`config.mk`:
```
export PLATFORM = sky130hd
export DESIGN_NAME = if_stage
export DESIGN_NICKNAME = d
export VERILOG_FILES = /design/src/rtl/if_stage.sv
export SDC_FILE = /design/constraint.sdc
export NUM_CORES = 1
export LEC_CHECK = 0
export CAP_MARGIN = 10
export CORE_ASPECT_RATIO = 1.2
export CORE_MARGIN = 4
export CORE_UTILIZATION = 45
export CTS_CLUSTER_SIZE = 16
export DETAILED_ROUTE_END_ITERATION = 7
export PLACE_DENSITY = 0.73
export SLEW_MARGIN = 10
export SYNTH_ARGS = -nofsm -noshare
export SYNTH_HDL_FRONTEND = slang
export SYNTH_SLANG_ARGS = --single-unit
```
`constraint.sdc`:
```
create_clock -name clk -period 3.5 [get_ports clk]
set_input_delay 0.35 -clock clk [delete_from_list [all_inputs] [get_ports clk]]
set_output_delay 0.35 -clock clk [all_outputs]
set_load 0.05 [all_outputs]
```
`src/rtl/if_stage.sv`:
```
// Instruction-fetch stage: owns the PC, issues one outstanding word fetch at a
// time and drives the IF/ID register consumed by decode.
module if_stage #(
    parameter logic [31:0] RESET_PC  = 32'h0000_0000,
    parameter logic [31:0] NOP_INSTR = 32'h0000_0013
) (
    input  logic        clk,
    input  logic        reset_n,
    output logic        imem_req,
    output logic [31:0] imem_addr,
    input  logic        imem_ready,
    input  logic        imem_rvalid,
    input  logic [31:0] imem_rdata,
    input  logic        stall,
    input  logic        control_j,
    input  logic [31:0] pc_j,
    output logic [31:0] pipe_pc,
    output logic [31:0] pipe_data,
    output logic        pipe_valid,
    output logic [31:0] fetch_count
);

    // Memory handshake: a request transfers on a cycle where imem_req && imem_ready;
    // until then imem_req/imem_addr hold steady (a redirect may retarget it).
    // imem_rvalid/imem_rdata carry the single outstanding response.
    typedef enum logic [2:0] {
        ST_START,
        ST_FETCH,
        ST_WAIT,
        ST_HOLD,
        ST_DROP
    } state_t;

    state_t      state;
    state_t      state_next;
    logic [31:0] pc_reg;
    logic [31:0] req_pc;
    logic [31:0] hold_buf;
    logic        handshake;
    logic        deliver;
    logic [31:0] deliver_data;
    logic        capture_hold;

    // Fetches are word aligned, so the redirect target's byte offset is dropped.
    logic        unused_pc_j_bits;
    assign unused_pc_j_bits = ^pc_j[1:0];

    assign imem_req  = (state == ST_FETCH);
    assign imem_addr = {pc_reg[31:2], 2'b00};
    assign handshake = imem_req && imem_ready;

    always_comb begin
        deliver      = 1'b0;
        deliver_data = hold_buf;
        capture_hold = 1'b0;
        if (!control_j) begin
            if (state == ST_WAIT && imem_rvalid) begin
                if (stall) begin
                    capture_hold = 1'b1;
                end else begin
                    deliver      = 1'b1;
                    deliver_data = imem_rdata;
                end
            end else if (state == ST_HOLD && !stall) begin
                deliver = 1'b1;
            end
        end
    end

    always_comb begin
        state_next = state;
        case (state)
            ST_START: state_next = ST_FETCH;
            ST_FETCH: begin
                if (handshake) begin
                    state_next = control_j ? ST_DROP : ST_WAIT;
                end
            end
            ST_WAIT: begin
                if (control_j) begin
                    state_next = imem_rvalid ? ST_FETCH : ST_DROP;
                end else if (imem_rvalid) begin
                    state_next = stall ? ST_HOLD : ST_FETCH;
                end
            end
            ST_HOLD: begin
                if (control_j || !stall) begin
                    state_next = ST_FETCH;
                end
            end
            // A redirect here only retargets pc_reg; the stale response still
            // has to be swallowed before a new request may go out.
            ST_DROP: begin
                if (imem_rvalid) begin
                    state_next = ST_FETCH;
                end
            end
            default: state_next = ST_START;
        endcase
    end

    always_ff @(posedge clk or negedge reset_n) begin
        if (!reset_n) begin
            state <= ST_START;
        end else begin
            state <= state_next;
        end
    end

    always_ff @(posedge clk or negedge reset_n) begin
        if (!reset_n) begin
            pc_reg   <= RESET_PC;
            req_pc   <= RESET_PC;
            hold_buf <= 32'h0;
        end else begin
            if (control_j) begin
                pc_reg <= {pc_j[31:2], 2'b00};
            end else if (deliver) begin
                pc_reg <= req_pc + 32'd4;
            end
            if (handshake) begin
                req_pc <= imem_addr;
            end
            if (capture_hold) begin
                hold_buf <= imem_rdata;
            end
        end
    end

    // IF/ID register: redirect flushes, stall freezes, otherwise load or bubble.
    always_ff @(posedge clk or negedge reset_n) begin
        if (!reset_n) begin
            pipe_pc    <= 32'h0;
            pipe_data  <= NOP_INSTR;
            pipe_valid <= 1'b0;
        end else if (control_j) begin
            pipe_data  <= NOP_INSTR;
            pipe_valid <= 1'b0;
        end else if (!stall) begin
            if (deliver) begin
                pipe_pc    <= req_pc;
                pipe_data  <= deliver_data;
                pipe_valid <= 1'b1;
            end else begin
                pipe_data  <= NOP_INSTR;
                pipe_valid <= 1'b0;
            end
        end
    end

    always_ff @(posedge clk or negedge reset_n) begin
        if (!reset_n) begin
            fetch_count <= 32'h0;
        end else if (deliver) begin
            fetch_count <= fetch_count + 32'd1;
        end
    end

`ifndef SYNTHESIS
    a_req_stable : assert property (
        @(posedge clk) disable iff (!reset_n)
        (imem_req && !imem_ready && !control_j) |=> (imem_req && $stable(imem_addr))
    );
`endif

endmodule

```
==> results.tsv <==
metric	value	unit
outcome	complete, no violations	
leakage	4.88	nW
route.detailed.drc	0	
cts-hold-fix-buffers	0	
cp_data_arrival_time	2.04	ns
syn-instance-count	781	
tightest_slew	0.883	ns
postCtsResizedCells	0	
fp.coreArea	18200	sq um
grt_max_degree	112	
worstPathCellList	nor3b_1 -> clkdlybuf4s50_1	
synth_cell_types	43	
power_density	708	nW/um^2
rows	54	
clk_latency	0.43	ns
start_util	0.459	
clock_path_buffers	2	
fin_skew	0.00907	ns
hold_viol	0	
ys_ff_latch	190	
tns	0	ns
start_kind	register	
yosys_most_used_dff	dfrtp_1	
syn_area	8380	sq um
ir_worst_vdd	0.335	mV
synth_top_area_frac	0.558	
post-route-min-period	2.39	ns
dp_hpwl	14200	um
antenna_found_initial	0	
htree_levels	4	
cts_root_buf	clkbuf_16	
die_x	133	um
nets	1039	
grtUsageTotal	0.201	
finalMaxSlewViolations	0	
cp-startpoint	state[2]$_DFFE_PN0P_	
clk_pin_slew_worst_paths	0.07	ns
post_cts_buffers	0	
cts_tree	built	
synthTopCellsByArea	dfrtp_1, mux2_2, nand2_1	
critical-path-top-delay-family	buffers and inverters	
totalPowerFinal	7.92	mW
n_antenna_cell	0	
io_buffers	193	
syn_to_final_growth	33.6	%
timing.final.setup_violations	0	
crit_type	register to output pin	
synth_largest_area_cell	dfrtp_1	
grt_pass1_vias	6471	
clock_sinks	190	
io_pins	200	
die_y	157	um
wirelength	20700	um
top_regs	fetch_count: 32 flops, hold_buf: 32 flops, pipe_data: 32 flops	
layout-drive-gt1-share	0.118	
hold_ws	0.0264	ns
yosysWarningCount	0	
drtIter0Drc	339	
worstHoldPathType	input port to asynchronous set/reset pin	
synth-edff-count	0	
grt_pass1_wl	33800	um
slew_headroom	0.411	
overflow	0	
crit_fanout	9	
synth.avg_cell_area	10.7	sq um
max_freq	418	MHz
crit_required	3.15	ns
rsz0062_at_grt	no	
cpMaxStageDelayCell	clkdlybuf4s50_1	
yosysSeqAreaShare	0.568	
r2r-start	state[2]$_DFFE_PN0P_	
cap_viol_max_count	0	
die_area	20900	sq um
worst_setup_path_end_kind	output pin	
vias_per_cell	5.22	
gp_congestion	0.792	
dr.pass1.iters	4	
num_vias	6289	
wire_per_inst	17.2	um
async_flop_share	1.00	
crit_path_max_incr_delay	0.88	ns
fin_crit_sh	0.684	
ant_nets	0	
cts_buffers	17	
cp.buffers_inverters	1	
## area by class of cell
class | instances | area [sq um]
fill | 1518 | 7050
clock inverter | 9 | 134
clock buffer | 23 | 488
inverter | 10 | 37.5
multi-input combinational | 541 | 3420
tap | 224 | 280
timing repair buffer | 207 | 2070
sequential | 190 | 4760
## worst paths after layout
| check | end | slack [ns] | depth (start not counted) |
|---|---|---|---|
| setup reg to reg | fetch_count[28]$_DFFE_PN0P_ | 1.18 | 5 |
| hold / removal | pipe_pc[6]$_DFFE_PN0P_ | 0.03 | 1 |
| min in group clk | state[2]$_DFFE_PN0P_ | 0.36 | 3 |
| max in group asynchronous | pipe_data[4]$_DFFE_PN1P_ | 2.60 | 2 |
| hold reg to reg | fetch_count[31]$_DFFE_PN0P_ | 0.47 | 1 |
| setup / recovery | imem_req | 1.11 | 2 |
## cells in the mapped netlist, types with 2 or more instances
library cell and number:
nor2b_1 2, nor3_1 12, nor2_1 35, a21oi_1 17, nand3_1 24, xor2_1 32
nor4_1 5, buf_4 4, mux2i_1 34, o31ai_1 5, and2_1 2, or4_1 2
o21ai_0 59, ha_1 2, nor3b_1 7, a22oi_1 12, nand4_1 19, and3_1 6
and4_1 2, mux2_2 59, xnor2_1 25, buf_2 9, or2_2 2, inv_1 10
buf_1 6, nand2_1 160, nand2b_1 3, dfrtp_1 187, clkbuf_1 23, dfstp_2 3
## where the power goes
part | leakage, nW | switching, mW | internal [mW]
clock network | 0.304 | 0.826 | 1.20
registers | 2.46 | 0.505 | 2.77
logic | 2.11 | 1.55 | 1.06
## through the flow
stage | setup WS [ns] | std cells | instance area, sq um | utilization
floorplan | 0.696 | 784 | 8390 | -
global placement | 1.02 | 1172 | 10600 | 0.580
detailed placement | 0.976 | 1172 | 10600 | 0.580
CTS | 1.06 | 1204 | 11200 | 0.614
global route | 0.963 | 1204 | 11200 | 0.614
finish | 1.11 | 1204 | 11200 | 0.614
## placed cells by master, fill, tap and decap left out, drive strengths merged, types with 2 or more instances in the layout
cell | Yosys | final
dfstp | 3 | 3
and2 | 2 | 2
nand3 | 24 | 24
mux2 | 60 | 60
and4 | 2 | 2
nand4 | 19 | 19
nor2 | 35 | 35
clkinv | 0 | 4
clkdlybuf4s50 | 0 | 191
clkbuf | 24 | 24
nor2b | 2 | 2
nor3b | 7 | 7
nand2b | 3 | 3
o21ai | 59 | 59
o31ai | 5 | 5
ha | 2 | 2
dfrtp | 187 | 187
or4 | 2 | 2
mux2i | 34 | 34
a21oi | 17 | 17
a22oi | 12 | 12
buf | 19 | 15
and3 | 6 | 6
nor3 | 14 | 14
or2 | 2 | 2
xnor2 | 25 | 25
nand2 | 161 | 161
nor4 | 6 | 6
conb | 1 | 4
bufinv | 0 | 3
inv | 10 | 11
xor2 | 32 | 32
## kinds of logic after synthesis
group / count (synthesis) / share of synthesized area
DFF: 190 / 0.568
and+or+nand+nor: 288 / 0.158
AOI/OAI and AO/OA: 96 / 0.0635
buffers and inverters: 53 / 0.0270
muxes: 94 / 0.121
adders and majority gates: 2 / 0.00299
other: 1 / 0.000447
xor gates and xnor gates: 57 / 0.0596
## per-layer routing
layer | share of wire | global-route usage | vias to the layer above
met3 | 0.060 | 0.0569 | 24
met4 | 0.019 | 0.0693 | 0
met5 | 0 | 0 | -
li1 | - | - | 3029
met2 | 0.51 | 0.350 | 166
met1 | 0.41 | 0.243 | 3070
No activity file was read; power rests on OpenSTA's default activity.
